===== config.mk =====
export PLATFORM = sky130hd
export DESIGN_NAME = ps2_tx_scheduler
export DESIGN_NICKNAME = d
export VERILOG_FILES = /design/src/rtl/ps2_pkg.sv /design/src/rtl/ps2_rr_arbiter.sv /design/src/rtl/ps2_tx_scheduler.sv
export SDC_FILE = /design/constraint.sdc
export NUM_CORES = 1
export LEC_CHECK = 0
export CAP_MARGIN = 0
export CORE_MARGIN = 1
export CORE_UTILIZATION = 55
export DETAILED_ROUTE_END_ITERATION = 10
export GPL_TIMING_DRIVEN = 1
export PLACE_DENSITY = 0.8
export SLEW_MARGIN = 30
export SYNTH_ARGS = -nofsm -noshare
export SYNTH_HDL_FRONTEND = slang
export SYNTH_HIERARCHICAL = 1
export SYNTH_SLANG_ARGS = --single-unit

===== constraint.sdc =====
create_clock -name clk -period 3.3 [get_ports clk]
set_clock_uncertainty 0.15 [all_clocks]
set_input_delay 0.66 -clock clk [delete_from_list [all_inputs] [get_ports clk]]
set_output_delay 0.66 -clock clk [all_outputs]
set_load 0.005 [all_outputs]

===== src/rtl/ps2_pkg.sv =====
// Shared definitions for the PS/2 transmit path: scheduler state encoding,
// byte-source identifiers, well-known host command bytes and a timer sizing helper.
package ps2_pkg;

    typedef enum logic [2:0] {
        ST_IDLE  = 3'd0,
        ST_START = 3'd1,
        ST_WAIT  = 3'd2,
        ST_GAP   = 3'd3
    } state_t;

    localparam logic SRC_FIFO = 1'b0;
    localparam logic SRC_CMD  = 1'b1;

    localparam logic [7:0] CMD_SET_LEDS = 8'hED;
    localparam logic [7:0] CMD_RESET    = 8'hFF;
    localparam logic [7:0] CMD_RESEND   = 8'hFE;

    // Bits needed for a counter that can reach 'limit' (at least one bit).
    function automatic int unsigned timer_width(input int unsigned limit);
        int unsigned w;
        w = $clog2(limit + 1);
        return (w < 1) ? 1 : w;
    endfunction

endpackage


===== src/rtl/ps2_rr_arbiter.sv =====
// Two-requester round-robin arbiter (scan-code FIFO vs host command port).
// The pointer only moves when both sources compete and the grant is taken,
// so a lone requester never steals the other source's next turn.
module ps2_rr_arbiter
    import ps2_pkg::*;
(
    input  logic clk,
    input  logic rst_n,
    input  logic req_fifo,
    input  logic req_cmd,
    input  logic update,
    output logic grant_valid,
    output logic grant_src
);

    logic ptr_reg;
    logic ptr_next;

    // Round-robin pointer; after reset the FIFO has priority.
    always_ff @(posedge clk) begin
        if (!rst_n) begin
            ptr_reg <= SRC_FIFO;
        end else begin
            ptr_reg <= ptr_next;
        end
    end

    // Grant decode and pointer advance on a contested, accepted grant.
    always_comb begin
        grant_valid = req_fifo | req_cmd;
        grant_src   = SRC_FIFO;
        ptr_next    = ptr_reg;
        if (req_fifo && req_cmd) begin
            grant_src = ptr_reg;
            if (update) begin
                ptr_next = ~ptr_reg;
            end
        end else if (req_cmd) begin
            grant_src = SRC_CMD;
        end
    end

endmodule


===== src/rtl/ps2_tx_scheduler.sv =====
// Shares the PS/2 host transmitter between the scan-code FIFO and the host
// command port: arbitrate, pop one byte, start, wait for completion, retry on
// failure, then hold an inter-byte gap.
// Optional statistics outputs (sent_cnt/drop_cnt) are built when the macro
// PS2_SCHED_STATS_EN is defined.
module ps2_tx_scheduler
    import ps2_pkg::*;
#(
    parameter int unsigned GAP_CYCLES     = 50000,
    parameter int unsigned TIMEOUT_CYCLES = 1000000,
    parameter int unsigned MAX_RETRY      = 3
) (
    input  logic        clk,
    input  logic        rst_n,
    input  logic        fifo_empty,
    input  logic [7:0]  fifo_data,
    output logic        fifo_rd_en,
    input  logic        cmd_valid,
    input  logic [7:0]  cmd_data,
    output logic        cmd_ready,
    input  logic        tx_busy,
    input  logic        tx_done,
    input  logic        tx_err,
    output logic        tx_start,
    output logic [7:0]  tx_data,
    output logic [2:0]  state
`ifdef PS2_SCHED_STATS_EN
    ,
    output logic [15:0] sent_cnt,
    output logic [15:0] drop_cnt
`endif
);

    localparam int unsigned GAP_W   = timer_width(GAP_CYCLES);
    localparam int unsigned TO_W    = timer_width(TIMEOUT_CYCLES);
    localparam int unsigned RETRY_W = timer_width(MAX_RETRY);

    state_t               state_reg;
    state_t               state_next;
    logic [7:0]           tx_data_reg;
    logic [RETRY_W-1:0]   retry_cnt_reg;
    logic                 retry_pend_reg;
    logic [GAP_W-1:0]     gap_cnt_reg;
    logic [TO_W-1:0]      to_cnt_reg;

    logic grant_valid;
    logic grant_src;
    logic take;
    logic wait_done;
    logic wait_fail;
    logic can_retry;
    logic byte_drop;
    logic to_hit;
    logic gap_hit;

    ps2_rr_arbiter u_arb (
        .clk         (clk),
        .rst_n       (rst_n),
        .req_fifo    (~fifo_empty),
        .req_cmd     (cmd_valid),
        .update      (take),
        .grant_valid (grant_valid),
        .grant_src   (grant_src)
    );

    // A grant is taken only from IDLE with the transmitter free.
    assign take      = (state_reg == ST_IDLE) && !tx_busy && grant_valid;
    // Done has priority over an error in the same cycle.
    assign wait_done = (state_reg == ST_WAIT) && tx_done;
    assign to_hit    = (to_cnt_reg == TO_W'(TIMEOUT_CYCLES - 1));
    assign wait_fail = (state_reg == ST_WAIT) && !tx_done && (tx_err || to_hit);
    assign can_retry = (retry_cnt_reg < RETRY_W'(MAX_RETRY));
    assign byte_drop = wait_fail && !can_retry;
    assign gap_hit   = (gap_cnt_reg == GAP_W'(GAP_CYCLES - 1));

    // State register.
    always_ff @(posedge clk) begin
        if (!rst_n) begin
            state_reg <= ST_IDLE;
        end else begin
            state_reg <= state_next;
        end
    end

    // Next-state logic.
    always_comb begin
        state_next = state_reg;
        case (state_reg)
            ST_IDLE:  if (take) state_next = ST_START;
            ST_START: state_next = ST_WAIT;
            ST_WAIT:  if (wait_done || wait_fail) state_next = ST_GAP;
            ST_GAP:   if (gap_hit) state_next = retry_pend_reg ? ST_START : ST_IDLE;
            default:  state_next = ST_IDLE;
        endcase
    end

    // Strobes; gated by reset so nothing is popped or started on a reset cycle.
    always_comb begin
        fifo_rd_en = rst_n && take && (grant_src == SRC_FIFO);
        cmd_ready  = rst_n && take && (grant_src == SRC_CMD);
        tx_start   = rst_n && (state_reg == ST_START);
    end

    // Byte capture, retry bookkeeping and the saturating gap/timeout timers.
    always_ff @(posedge clk) begin
        if (!rst_n) begin
            tx_data_reg    <= 8'h00;
            retry_cnt_reg  <= '0;
            retry_pend_reg <= 1'b0;
            gap_cnt_reg    <= '0;
            to_cnt_reg     <= '0;
        end else begin
            if (take) begin
                tx_data_reg <= (grant_src == SRC_CMD) ? cmd_data : fifo_data;
            end
            case (state_reg)
                ST_START: begin
                    to_cnt_reg     <= '0;
                    retry_pend_reg <= 1'b0;
                end
                ST_WAIT: begin
                    if (to_cnt_reg != '1) begin
                        to_cnt_reg <= to_cnt_reg + TO_W'(1);
                    end
                    gap_cnt_reg <= '0;
                    if (wait_done) begin
                        retry_cnt_reg <= '0;
                    end else if (byte_drop) begin
                        retry_cnt_reg <= '0;
                    end else if (wait_fail) begin
                        retry_cnt_reg  <= retry_cnt_reg + RETRY_W'(1);
                        retry_pend_reg <= 1'b1;
                    end
                end
                ST_GAP: begin
                    if (gap_cnt_reg != '1) begin
                        gap_cnt_reg <= gap_cnt_reg + GAP_W'(1);
                    end
                end
                default: ;
            endcase
        end
    end

    assign tx_data = tx_data_reg;
    assign state   = state_reg;

`ifdef PS2_SCHED_STATS_EN
    logic [15:0] sent_cnt_reg;
    logic [15:0] drop_cnt_reg;

    // Saturating counts of delivered and dropped bytes.
    always_ff @(posedge clk) begin
        if (!rst_n) begin
            sent_cnt_reg <= 16'h0000;
            drop_cnt_reg <= 16'h0000;
        end else begin
            if (wait_done && (sent_cnt_reg != 16'hFFFF)) begin
                sent_cnt_reg <= sent_cnt_reg + 16'd1;
            end
            if (byte_drop && (drop_cnt_reg != 16'hFFFF)) begin
                drop_cnt_reg <= drop_cnt_reg + 16'd1;
            end
        end
    end

    assign sent_cnt = sent_cnt_reg;
    assign drop_cnt = drop_cnt_reg;
`endif

endmodule


# [Word-level counts from Yosys, hierarchy flattened]
# Cells that the tools add are included.
[classes] n_addsub=3 order_cmp=1 n_eq_ne=15 mux=19 n_bitwise=4 n_reduce_logical=26
[ops] op="$pmux W20 S2" n=1
[ops] op="$pmux W16 S2" n=1
[ops] op="$add A20 B1 Y20 const B" n=1
[ops] op="$eq A20 B20 Y1 const B" n=1
[ops] op="$mux W20" n=1
[ops] op="$ne A20 B20 Y1 const B" n=1
[ops] op="$add A16 B1 Y16 const B" n=1
[ops] op="$eq A16 B16 Y1 const B" n=1
[ops] op="$mux W16" n=1
[ops] op="$ne A16 B16 Y1 const B" n=1
[ops] op="$ne A2 B2 Y1 const B" n=6
[ops] op="$pmux W3 S4" n=1
[ops] op="$logic_and A1 B1 Y1" n=11
[ops] op="$mux W3" n=3
[ops] op="$mux W8" n=1
[ops] op="$reduce_and A2 Y1" n=4
[ops] op="$eq A3 B2 Y1 const B" n=2
[ops] op="$mux W1" n=6
[ops] op="$mux W2" n=3
[ops] op="$ne A2 B1 Y1 const B" n=2
[ops] op="$reduce_and A4 Y1" n=1
[ops] op="$reduce_bool A2 Y1" n=2
[ops] op="$eq A3 B1 Y1 const B" n=1
[ops] op="$logic_not A1 Y1" n=3
[ops] op="other kinds (9)" n=12
[word_totals] reg_bits=51 in_bits=23 output_inout_bits=14 wordCells=75

# [Logic depth before layout (Yosys ltp)]
# Gate-level depths: netlist of the first run.
[depth] word_depth=7 depth_mapped=8 ltp_nobuf=7

# [Cells and area by module]
# The synthesis of the first run kept the hierarchy.
[modules_own_cells] module="ps2_tx_scheduler" instances=1 cells_per_inst=314 area_each_um2=2632.5 seq_area_each_um2=980.9
[modules_own_cells] module="ps2_rr_arbiter" instances=1 cells_per_inst=8 area_each_um2=62.6 seq_area_each_um2=20.0

# [Worst setup path after synthesis of the first run]
# Ideal clock, no wire load.
[synth_path] kind="input port to output port" start="in fifo_empty" end="out cmd_ready" arrival_ns=1.710 t_required_ns=2.490 setup_slack_ns=0.780 cell_stages=6 n_path_buf=1 path_cell_list="inv_1 > or2_2 > nand2b_1 > nor2_1 > clkbuf_1 > and3_1"
[synth_via] elab_chain_cells=5 elab_cells_between_ends=7 classes_between="1 x mux; 2 x bitwise; 4 x reduce/logical"
[synth_rtl] element="from (decl)" line_no="ps2_tx_scheduler.sv:15" rtl="input logic fifo_empty,"
[synth_rtl] element="$not A1 Y1" line_no="ps2_tx_scheduler.sv:59" rtl=".req_fifo (~fifo_empty),"
[synth_rtl] element="$or A1 B1 Y1" line_no="ps2_rr_arbiter.sv:30" rtl="grant_valid = req_fifo | req_cmd;"
[synth_rtl] element="net grant_valid" line_no="ps2_tx_scheduler.sv:46" rtl="logic grant_valid;"
[synth_rtl] element="$logic_and A1 B1 Y1" line_no="ps2_tx_scheduler.sv:67" rtl="assign take = (state_reg == ST_IDLE) && !tx_busy && grant_valid;"
[synth_rtl] element="net take" line_no="ps2_tx_scheduler.sv:48" rtl="logic take;"
[synth_rtl] element="$logic_and A1 B1 Y1 (2 in a row)" line_no="ps2_tx_scheduler.sv:100" rtl="cmd_ready = rst_n && take && (grant_src == SRC_CMD);"
[synth_rtl] element="to (decl)" line_no="ps2_tx_scheduler.sv:20" rtl="output logic cmd_ready,"
# The timed path passes the listed nets, and every way through them passes these cells.

# [Worst setup path in the final report of the first run]
[layout_path] start="in fifo_empty" end="out cmd_ready"
[layout_via] elab_chain_cells=5 elab_cells_between_ends=7 classes_between="1 x mux; 2 x bitwise; 4 x reduce/logical"
[layout_rtl] element="$not A1 Y1" line_no="ps2_tx_scheduler.sv:59"
[layout_rtl] element="$or A1 B1 Y1" line_no="ps2_rr_arbiter.sv:30"
[layout_rtl] element="net grant_valid" line_no="ps2_tx_scheduler.sv:46"
[layout_rtl] element="$logic_and A1 B1 Y1" line_no="ps2_tx_scheduler.sv:67"
[layout_rtl] element="$logic_and A1 B1 Y1 (2 in a row)" line_no="ps2_tx_scheduler.sv:100"
# The timed path passes the listed nets, and every way through them passes these cells.

==> qor.yml, run 1 <==
outcome: "completed"
setup-violations-final: 0
clk_latency_ns: 0.31
period_minus_slack_ns: 3.04
pin_count: 37
cts_made_buffers: 5
vias_per_cell: 5.79
finalPower_mw: 1.59
htree_levels: 2
cts_tree: "done"
cp.arrival_ns: 2.23
pwr-share-seq: 0.431
syn-cell-area_um2: 2700
ctsResizeCount: 0
diodes: 0
cts_setup_buffers: 0
io_buffers: 35
clockBufferDepth: 2
critPathSlowestCell: "clkdlybuf4s50_1"
pwr-share-clk: 0.275
setup_ws_ns: 0.259
slew_violations: 0
die_y_um: 72
leakagePower_nw: 1.13
place_congestion: 0.876
placeableCoreArea_um2: 4720
finalSetupTns_ns: 0
hold_buffers: 0
dp_hpwl_um: 4290
sw_frac_of_total: 0.320
area_growth_pct: 19.8
first_pass_iters: 5
grt_pass1_wl_um: 9770
dieArea_um2: 5180
path_class: "in2out"
cp_max_fo: 3
hp-class: "reg2reg"
yosysSeqAreaShare: 0.371
rsz0062_at_grt: "false"
worstSetupEndpointType: "primary output"
async_flop_share: 0
crit_path_cell_trace: "clkdlybuf4s50_1, inv_1, or2_2, nand2b_1, nor2_1, and3_1, clkdlybuf4s50_1"
ys_warn_count: 6
ys_seq_elements: 50
syn_avg_cell_area_um2: 8.37
p_comb_frac: 0.295
cp.required_ns: 2.49
ant_nets: 0
start_kind: "input port"
fmax_mhz: 329
antenna_found_initial: 0
grt_pass1_vias: 2147
die_x_um: 72
internal_power_mw: 1.08
synthesis.nets: 352
grt_max_degree: 18
ys_types: 52
routed_wl_um: 5880
syn_inst: 322
core.rowCount: 25
layout.nets: 387
synth_flop_cell: "dfxtp_1"
p_sw_mw: 0.509
first_iter_violations: 139
slowest_delay_ns: 0.45
largest_reg_flops: 20
grt_overflow_total: 0
pre_cts_ws_ns: 0.243
path_common_cell: "clkdlybuf4s50_1"
clkSinkCount: 50
wl_per_cell_um: 13.8
power_density_nw_per_um2: 493
fin_crit_sh: 0.921
drive_gt1_frac: 0.0531
worstMarginPinSlew_ns: 0.607
initial_core_util: 0.571
cts-root-buf: "clkbuf_8"
ir_drop_v: 0.000552
path_clk_slew_ns: 0.09
relSlewSlack: 0.595
drc: 0
num_vias: 2459
hold_viol: 0
maxCapViolations: 0
synth_edf_count: 0
grt_usage: 0.235
-- power groups by stage --
stage	clock [mW]	combinational (mW)	sequential, mW
final	0.437	0.469	0.686
after global routing	0.477	0.511	0.693
after CTS	0.448	0.468	0.687
after detailed placement	0	0.466	0.700
after global placement	0	0.456	0.697
after floorplan	0	0.276	0.697
-- cells by family (layout without fill, tap and decap cells) --
family          after synthesis  in the layout  share of synthesized area
other cells                   1              1                    0.00139
xor+xnor                     22             22                     0.0715
fa+ha+maj                     7              7                     0.0325
flops                        50             50                      0.371
simple gates                149            149                      0.284
buf+inv                      21             57                     0.0316
mux                          12             12                     0.0446
compound gates               60             60                      0.163
-- synthesized netlist by cell type, types with 4 or more instances --
master    instances  area [µm²]
inv_1             8        30.0
ha_1              7        87.6
clkbuf_1          8        30.0
and2_1            5        31.3
nor2_1           46         173
o21ai_0          10        50.1
dfxtp_1          50        1000
and3_1            4        25.0
a21oi_1           7        35.0
nor4_1            8        50.1
xor2_1           22         193
nand4_1           9        56.3
mux2i_1          12         120
or3_1             7        43.8
nand2_1          28         105
o211ai_1         12        90.1
or4_1             4        30.0
nand3_1          16        80.1
nor3_1            4        20.0
a211oi_1          9        67.6
-- area by class of cell --
| type | instances | area [µm²] |
|---|---|---|
| Clock buffer | 5 | 68.8 |
| Clock inverter | 3 | 43.8 |
| Fill cell | 388 | 1500 |
| Inverter | 9 | 33.8 |
| Multi-Input combinational cell | 251 | 1610 |
| Sequential cell | 50 | 1000 |
| Tap cell | 67 | 83.8 |
| Timing Repair Buffer | 40 | 388 |
-- layer usage --
metal,vias to the layer above,global-route usage,wire length [µm]
li1,1245,-,-
met1,1118,0.325,2870
met2,80,0.363,2640
met3,16,0.0500,275
met4,0,0.0850,94
met5,-,0,0
-- placed cells by master (no fill, tap or decap), types with 2 or more instances in the layout --
cell,instances
a211oi_1,9
a21oi_1,7
and2_1,5
and3_1,4
and4_1,3
buf_4,5
clkbuf_8,5
clkdlybuf4s50_1,35
dfxtp_1,50
ha_1,7
inv_1,8
mux2i_1,12
nand2_1,28
nand2b_1,3
nand3_1,16
nand3b_1,2
nand4_1,9
nor2_1,46
nor3_1,4
nor4_1,8
nor4b_1,2
o2111ai_1,3
o211ai_1,12
o21ai_0,10
o221ai_1,2
o22ai_1,3
o31ai_1,2
or2_2,2
or3_1,7
or4_1,4
xor2_1,22
-- stage by stage --
| stage | area [µm²] | utilization | hold slack, ns | cells |
|---|---|---|---|---|
| final | 3230 | 0.683 | 0.330 | 425 |
| after global routing | 3230 | 0.683 | 0.361 | 425 |
| after CTS | 3230 | 0.683 | 0.335 | 425 |
| after detailed placement | 3120 | 0.660 | 0.320 | 417 |
| after global placement | 3120 | 0.660 | 0.300 | 417 |
| after floorplan | 2700 | - | 0.282 | 322 |
-- path summary, 6_finish.rpt --
check	startpoint	slack, ns	to	cells past startpoint
setup / recovery	fifo_empty	0.26	cmd_ready	7
hold / removal	u_arb/ptr_reg	0.33	u_arb/ptr_reg	2
setup reg to reg	state[0]	0.70	to_cnt_reg[15]	7
hold reg to reg	u_arb/ptr_reg	0.33	u_arb/ptr_reg	2
-- worst max-delay path, delay by kind of cell --
| family | cells | cell delay (ns) |
|---|---|---|
| and+or+nand+nor | 4 | 0.61 |
| buffers and inverters | 3 | 0.95 |
Note: power is estimated with default switching activity, not from simulation.
==> inputs of run 2 (changes only) <==
--- a/config.mk
+++ b/config.mk
@@ -8,6 +8,7 @@
 export CAP_MARGIN = 0
 export CORE_MARGIN = 1
 export CORE_UTILIZATION = 55
+export CTS_CLUSTER_SIZE = 30
 export DETAILED_ROUTE_END_ITERATION = 10
 export GPL_TIMING_DRIVEN = 1
 export PLACE_DENSITY = 0.8
==> results of run 2 <==
The final DEF is identical to that of run 1; final timing and power are the same.
